==> config.mk <==
export PLATFORM = sky130hd
export DESIGN_NAME = mem_access_arbiter
export DESIGN_NICKNAME = d
export VERILOG_FILES = /design/src/rtl/mem_arb_pkg.sv /design/src/rtl/mem_arb_rr_pick.sv /design/src/rtl/mem_access_arbiter.sv
export SDC_FILE = /design/constraint.sdc
export NUM_CORES = 1
export LEC_CHECK = 0
export CORE_ASPECT_RATIO = 0.7
export CORE_MARGIN = 5
export CORE_UTILIZATION = 34
export DETAILED_ROUTE_END_ITERATION = 12
export PLACE_DENSITY_LB_ADDON = 0.2
export SLEW_MARGIN = 20
export SYNTH_ARGS = -nofsm -noshare
export SYNTH_HDL_FRONTEND = slang
export SYNTH_SLANG_ARGS = --single-unit
export TNS_END_PERCENT = 20
==> constraint.sdc <==
create_clock -name i_clk -period 2 [get_ports i_clk]
set_input_delay 0.3 -clock i_clk [delete_from_list [all_inputs] [get_ports i_clk]]
set_output_delay 0.3 -clock i_clk [all_outputs]
set_load 0.05 [all_outputs]
==> src/rtl/mem_arb_pkg.sv <==
// Shared types for the memory access arbiter: FSM state encoding, default bus widths
// and the round-robin index wrap helper.
package mem_arb_pkg;

  typedef enum logic [1:0] {
    S_IDLE,
    S_ISSUE,
    S_ACCESS,
    S_RESP
  } arb_state_t;

  localparam int DEF_ADDR_W = 32;
  localparam int DEF_DATA_W = 32;

  function automatic int rr_wrap(input int v, input int n);
    return (v >= n) ? v - n : v;
  endfunction

endpackage

==> src/rtl/mem_arb_rr_pick.sv <==
// Round-robin winner select: first set request bit at or above ptr, wrapping at NUM_REQ.
// Latency: combinational. Backpressure: none, pure function of i_req and i_ptr.
// Outputs zero when no request is set.
module mem_arb_rr_pick
  import mem_arb_pkg::*;
#(
  parameter int NUM_REQ = 3,
  parameter int IDX_W   = 2
) (
  input  logic [NUM_REQ-1:0] i_req,
  input  logic [IDX_W-1:0]   i_ptr,
  output logic [NUM_REQ-1:0] o_win_oh,
  output logic [IDX_W-1:0]   o_win_idx
);

  logic w_found;

  always_comb begin
    o_win_oh  = '0;
    o_win_idx = '0;
    w_found   = 1'b0;
    for (int i = 0; i < NUM_REQ; i++) begin
      if (!w_found && i_req[rr_wrap(int'(i_ptr) + i, NUM_REQ)]) begin
        w_found = 1'b1;
        o_win_oh[rr_wrap(int'(i_ptr) + i, NUM_REQ)] = 1'b1;
        o_win_idx = IDX_W'(rr_wrap(int'(i_ptr) + i, NUM_REQ));
      end
    end
  end

endmodule

==> src/rtl/mem_access_arbiter.sv <==
// Round-robin share of the memory_controller port; latches winner's command, strobes around mem_busy.
// Latency: gnt+strobe 1 cycle after req, ack 1 cycle after last strobe cycle (3 cycles min per access).
// Backpressure: mem_busy stalls strobe start in ISSUE; MEM_ARB_TIMEOUT_EN bounds that wait with an err ack.
module mem_access_arbiter
  import mem_arb_pkg::*;
#(
  parameter int NUM_REQ    = 3,
  parameter int ADDR_W     = DEF_ADDR_W,
  parameter int DATA_W     = DEF_DATA_W,
  parameter int ACCESS_LAT = 1
`ifdef MEM_ARB_TIMEOUT_EN
  , parameter int TIMEOUT_CYCLES = 255
`endif
) (
  input  logic                      i_clk,
  input  logic                      i_rst_n,
  input  logic [NUM_REQ-1:0]        i_req,
  input  logic [NUM_REQ-1:0]        i_req_we,
  input  logic [NUM_REQ*ADDR_W-1:0] i_req_addr,
  input  logic [NUM_REQ*DATA_W-1:0] i_req_wdata,
  output logic [NUM_REQ-1:0]        o_gnt,
  output logic [NUM_REQ-1:0]        o_ack,
  output logic [DATA_W-1:0]         o_rdata,
  output logic                      o_err,
  output logic                      o_mem_rd,
  output logic                      o_mem_wr,
  output logic [ADDR_W-1:0]         o_mem_addr,
  output logic [DATA_W-1:0]         o_mem_wdata,
  input  logic [DATA_W-1:0]         i_mem_rdata,
  input  logic                      i_mem_error,
  input  logic                      i_mem_busy
);

  localparam int IDX_W = (NUM_REQ > 1) ? $clog2(NUM_REQ) : 1;
  localparam int LAT_W = $clog2(ACCESS_LAT + 1);

  arb_state_t           r_state;
  logic [IDX_W-1:0]     r_ptr;
  logic [IDX_W-1:0]     r_idx;
  logic                 r_we;
  logic [LAT_W-1:0]     r_acc_cnt;
  logic [NUM_REQ-1:0]   r_gnt;
  logic [NUM_REQ-1:0]   r_ack;
  logic [DATA_W-1:0]    r_rdata;
  logic                 r_err;
  logic                 r_mem_rd;
  logic                 r_mem_wr;
  logic [ADDR_W-1:0]    r_mem_addr;
  logic [DATA_W-1:0]    r_mem_wdata;
`ifdef MEM_ARB_TIMEOUT_EN
  logic [7:0]           r_to_cnt;
`endif

  logic [NUM_REQ-1:0]   w_win_oh;
  logic [IDX_W-1:0]     w_win_idx;
  logic                 w_win_we;
  logic [NUM_REQ-1:0]   w_ack_oh;

  mem_arb_rr_pick #(
    .NUM_REQ (NUM_REQ),
    .IDX_W   (IDX_W)
  ) u_rr_pick (
    .i_req     (i_req),
    .i_ptr     (r_ptr),
    .o_win_oh  (w_win_oh),
    .o_win_idx (w_win_idx)
  );

  assign w_win_we = i_req_we[w_win_idx];
  assign w_ack_oh = {{(NUM_REQ-1){1'b0}}, 1'b1} << r_idx;

  always_ff @(posedge i_clk or negedge i_rst_n) begin
    if (!i_rst_n) begin
      r_state     <= S_IDLE;
      r_ptr       <= '0;
      r_idx       <= '0;
      r_we        <= 1'b0;
      r_acc_cnt   <= '0;
      r_gnt       <= '0;
      r_ack       <= '0;
      r_rdata     <= '0;
      r_err       <= 1'b0;
      r_mem_rd    <= 1'b0;
      r_mem_wr    <= 1'b0;
      r_mem_addr  <= '0;
      r_mem_wdata <= '0;
`ifdef MEM_ARB_TIMEOUT_EN
      r_to_cnt    <= '0;
`endif
    end else begin
      r_gnt <= '0;
      r_ack <= '0;
      case (r_state)
        S_IDLE: begin
          if (|i_req) begin
            r_idx       <= w_win_idx;
            r_we        <= w_win_we;
            r_mem_addr  <= i_req_addr[w_win_idx*ADDR_W +: ADDR_W];
            r_mem_wdata <= i_req_wdata[w_win_idx*DATA_W +: DATA_W];
            r_gnt       <= w_win_oh;
            r_acc_cnt   <= '0;
`ifdef MEM_ARB_TIMEOUT_EN
            r_to_cnt    <= '0;
`endif
            // Flash idle at grant time: strobe together with gnt rather than spend a cycle in ISSUE.
            if (!i_mem_busy) begin
              r_mem_rd <= ~w_win_we;
              r_mem_wr <= w_win_we;
              r_state  <= S_ACCESS;
            end else begin
              r_state  <= S_ISSUE;
            end
          end
        end
        S_ISSUE: begin
          if (!i_mem_busy) begin
            r_mem_rd  <= ~r_we;
            r_mem_wr  <= r_we;
            r_acc_cnt <= '0;
            r_state   <= S_ACCESS;
          end
`ifdef MEM_ARB_TIMEOUT_EN
          else if (r_to_cnt == 8'(TIMEOUT_CYCLES - 1)) begin
            r_ack   <= w_ack_oh;
            r_err   <= 1'b1;
            r_rdata <= '0;
            r_state <= S_RESP;
          end else begin
            r_to_cnt <= r_to_cnt + 8'd1;
          end
`endif
        end
        S_ACCESS: begin
          if (r_acc_cnt == LAT_W'(ACCESS_LAT - 1)) begin
            r_mem_rd <= 1'b0;
            r_mem_wr <= 1'b0;
            r_rdata  <= r_we ? '0 : i_mem_rdata;
            r_err    <= i_mem_error;
            r_ack    <= w_ack_oh;
            r_state  <= S_RESP;
          end else begin
            r_acc_cnt <= r_acc_cnt + LAT_W'(1);
          end
        end
        S_RESP: begin
          r_rdata <= '0;
          r_err   <= 1'b0;
          r_ptr   <= (r_idx == IDX_W'(NUM_REQ - 1)) ? '0 : r_idx + IDX_W'(1);
          r_state <= S_IDLE;
        end
        default: r_state <= S_IDLE;
      endcase
    end
  end

  assign o_gnt       = r_gnt;
  assign o_ack       = r_ack;
  assign o_rdata     = r_rdata;
  assign o_err       = r_err;
  assign o_mem_rd    = r_mem_rd;
  assign o_mem_wr    = r_mem_wr;
  assign o_mem_addr  = r_mem_addr;
  assign o_mem_wdata = r_mem_wdata;

endmodule

==> results <==
==> repair_timing <==
item / CTS / global route
setup endpoints to repair: 68 / 68
hold buffers: 1 / 0
pin swaps: 5 / 55
cloned: 1 / 13
gates resized for setup: 18 / 69
endpoints found under the hold margin: 35 / 0
buffers inserted: 6 / 8
==> state kept, by name, summed over array words and instances (netlist names), 2 cells and up <==
signal and count:
o_mem_addr 32, o_mem_wdata 32, o_rdata 32, o_ack 3, o_gnt 3, r_idx 2
r_ptr 2, r_state 2
==> power by group <==
group / internal [W] / switching, W / total (W)
clock network: 0.000888 / 0.000957 / 0.00184
registers: 0.00341 / 0.000627 / 0.00404
logic: 0.00681 / 0.00949 / 0.0163
==> metrics by stage <==
stage	total power, W	setup slack (ns)
2_1_floorplan	0.01271	-0.1242
3_3_place_gp	0.01744	-0.3240
3_5_place_dp	0.01760	-0.4603
4_1_cts	0.02000	-0.2444
5_1_grt	0.02336	-0.4271
6_report	0.02218	-0.2996
==> routing by layer <==
layer	GRT usage (%)	vias to the layer above	wire [um]
met2	37.13	295	11840
met1	27.08	3005	10310
met5	0	-	0
met4	5.143	0	603
li1	-	3017	-
met3	6.646	36	2112
==> cell usage after synthesis, types with 7 or more instances <==
master,count,area share (%)
a22o_1,33,5.1
and3_1,64,7.0
buf_2,17,1.5
clkbuf_1,26,1.7
dfrtp_1,112,49
ha_1,8,1.8
inv_1,7,0.46
nand2_1,203,13
nor2_1,10,0.66
o21ai_0,76,6.7
o21ai_1,62,5.5
==> worst max-delay path, delay by kind of cell, from the launching register on <==
family | cells | cell delay, ns
compound gates | 3 | 0.51
fa+ha+maj | 1 | 0.17
buf+inv | 4 | 0.58
flops | 1 | 0.44
simple gates | 3 | 0.53
==> final cells by class <==
class                      count  area [sq um]  share of cell area, %
sequential                   112          2803                  26.44
inverter                       7         26.28                 0.2478
antenna                        1         2.502                0.02360
clock inverter                 7         73.82                 0.6963
timing repair buffer         399          4275                  40.33
multi-input combinational    499          2914                  27.49
tap                          225         281.5                  2.655
clock buffer                   9         225.2                  2.124
==> how the worst max path moves through the flow <==
stage / end / cells past startpoint
detailed placement: o_mem_rd$_DFFE_PN0P_ / 7
global placement: o_mem_rd$_DFFE_PN0P_ / 7
finish: o_mem_addr[20]$_DFFE_PN0P_ / 11
floorplan: o_mem_rd$_DFFE_PN0P_ / 9
CTS: o_mem_wdata[9]$_DFFE_PN0P_ / 10
global route: o_mem_addr[20]$_DFFE_PN0P_ / 11
==> kinds of logic after synthesis <==
kind of cell               share of synthesized area (%)
adders and majority gates                          1.760
DFF                                                49.27
buffers and inverters                              4.597
AOI/OAI and AO/OA                                  19.67
muxes                                              1.276
and+or+nand+nor                                    23.43
==> metrics.yaml <==
timing:
  finalSetupViolCount: 68
  fmax_mhz: 434.9
  grt_setup_unrepaired: "yes"
  relSlewSlack_pct: 61.04
  finalHoldViolCount: 0
  drv_slew: 0
  fin_crit_ns: 2.300
  setup_ws_ns: -0.2996
  final.setup.tns_ns: -16.95
  tightest_slew_ns: 0.5826
  fin_worst_skew_ns: 0.009312
  finalCritPeriodShare_pct: 115.0
  hold_ws_ns: 0.4561
worst_setup_path:
  arrival_ns: 2.59
  end_kind: "register"
  cp_common_cell: "buf_6"
  critPathKind: "reg -> reg"
  slowest_stage: "dfrtp_1"
  slowest_delay_ns: 0.44
  reg2reg_to: "o_mem_addr[20]$_DFFE_PN0P_"
  cp.required_ns: 2.29
  cp-start-kind: "register"
  reg2regPathDepth: 11
  worstPathCellList: "inv_2, ha_4, nand3b_1, o211a_1, buf_6, o22ai_4, buf_12, buf_6, nand2_1, and3_1, o21ai_1"
  reg2reg_from: "r_ptr[1]$_DFFE_PN0P_"
  ff2ff_setup_slack_ns: -0.30
  cp-startpoint: "r_ptr[1]$_DFFE_PN0P_"
  path_max_fanout: 10
logic_synthesis:
  synth_cell_types: 38
  synthesis.area_sq_mm: 0.005688
  synth_edf_count: 0
  synth_nets: 911
  ys_seq_elements: 112
  synth.avg_cell_area_sq_um: 8.502
  ys_async_sr_fraction_pct: 100.0
  ys_seq_area_share_pct: 49.27
  synthFlopType: "dfrtp_1"
  yosys_warnings: 0
  syn_inst: 669
route:
  avgViaCountPerCell: 5.046
  routedWlPerCell_um: 19.75
  ant_nets: 0
  vias: 6353
  first_iter_violations: 336
  drc: 0
  wl_um: 24870
  drt_pass1_iterations: 4
flow_run:
  maxCapViolCount: 0
global_route:
  grt-ovfl-total: 0
  grt_usage_pct: 21.78
  antenna_found_initial: 1
  grt_pass1_vias: 5926
  grt_max_degree: 78
  grt_pass1_wl_um: 33360
placed_design:
  placed_area_sq_mm: 0.009584
  gp_congestion: 0.8751
  placed_cells: 1213
  dpl.hpwl_um: 16260
  io_buffers: 338
floorplan:
  start_util_pct: 34.80
  rows: 39
  die_width_um: 164.6
  die_area_sq_mm: 0.01946
  core-area_sq_mm: 0.01635
  io_pins: 339
  die_h_um: 118.2
finish:
  fin_nets: 1270
  fill_cells: 1396
  area_growth_pct: 86.38
  final_common_cell: "clkdlybuf4s50_1"
  final_util_pct: 64.85
  fin_cells: 1259
  final_cell_mix: "clkdlybuf4s50_1, nand2_1, dfrtp_1, o21ai_1, o21ai_0"
  drive_above_1_share_pct: 13.65
  design_area_sq_mm: 0.01060
clock_network:
  cts_buffer_depth: 2
  tritoncts: "yes"
  clk_latency_ns: 0.36
  cts_made_buffers: 9
  cts_root_buf: "clkbuf_16"
  cts_sinks: 112
  htreeDepth: 3
  clk_pin_slew_ns: 0.08
power_and_ir_drop:
  p_leak_nw: 4.606
  pwr_density_cell_mw_per_mm2: 2092
  ir_drop_v: 0.0009649
status:
  violations: "setup timing"
  status: "finished, violations left"
worst_hold_path:
  min_path_type: "in -> async"
No activity file was read; power rests on OpenSTA's default activity.
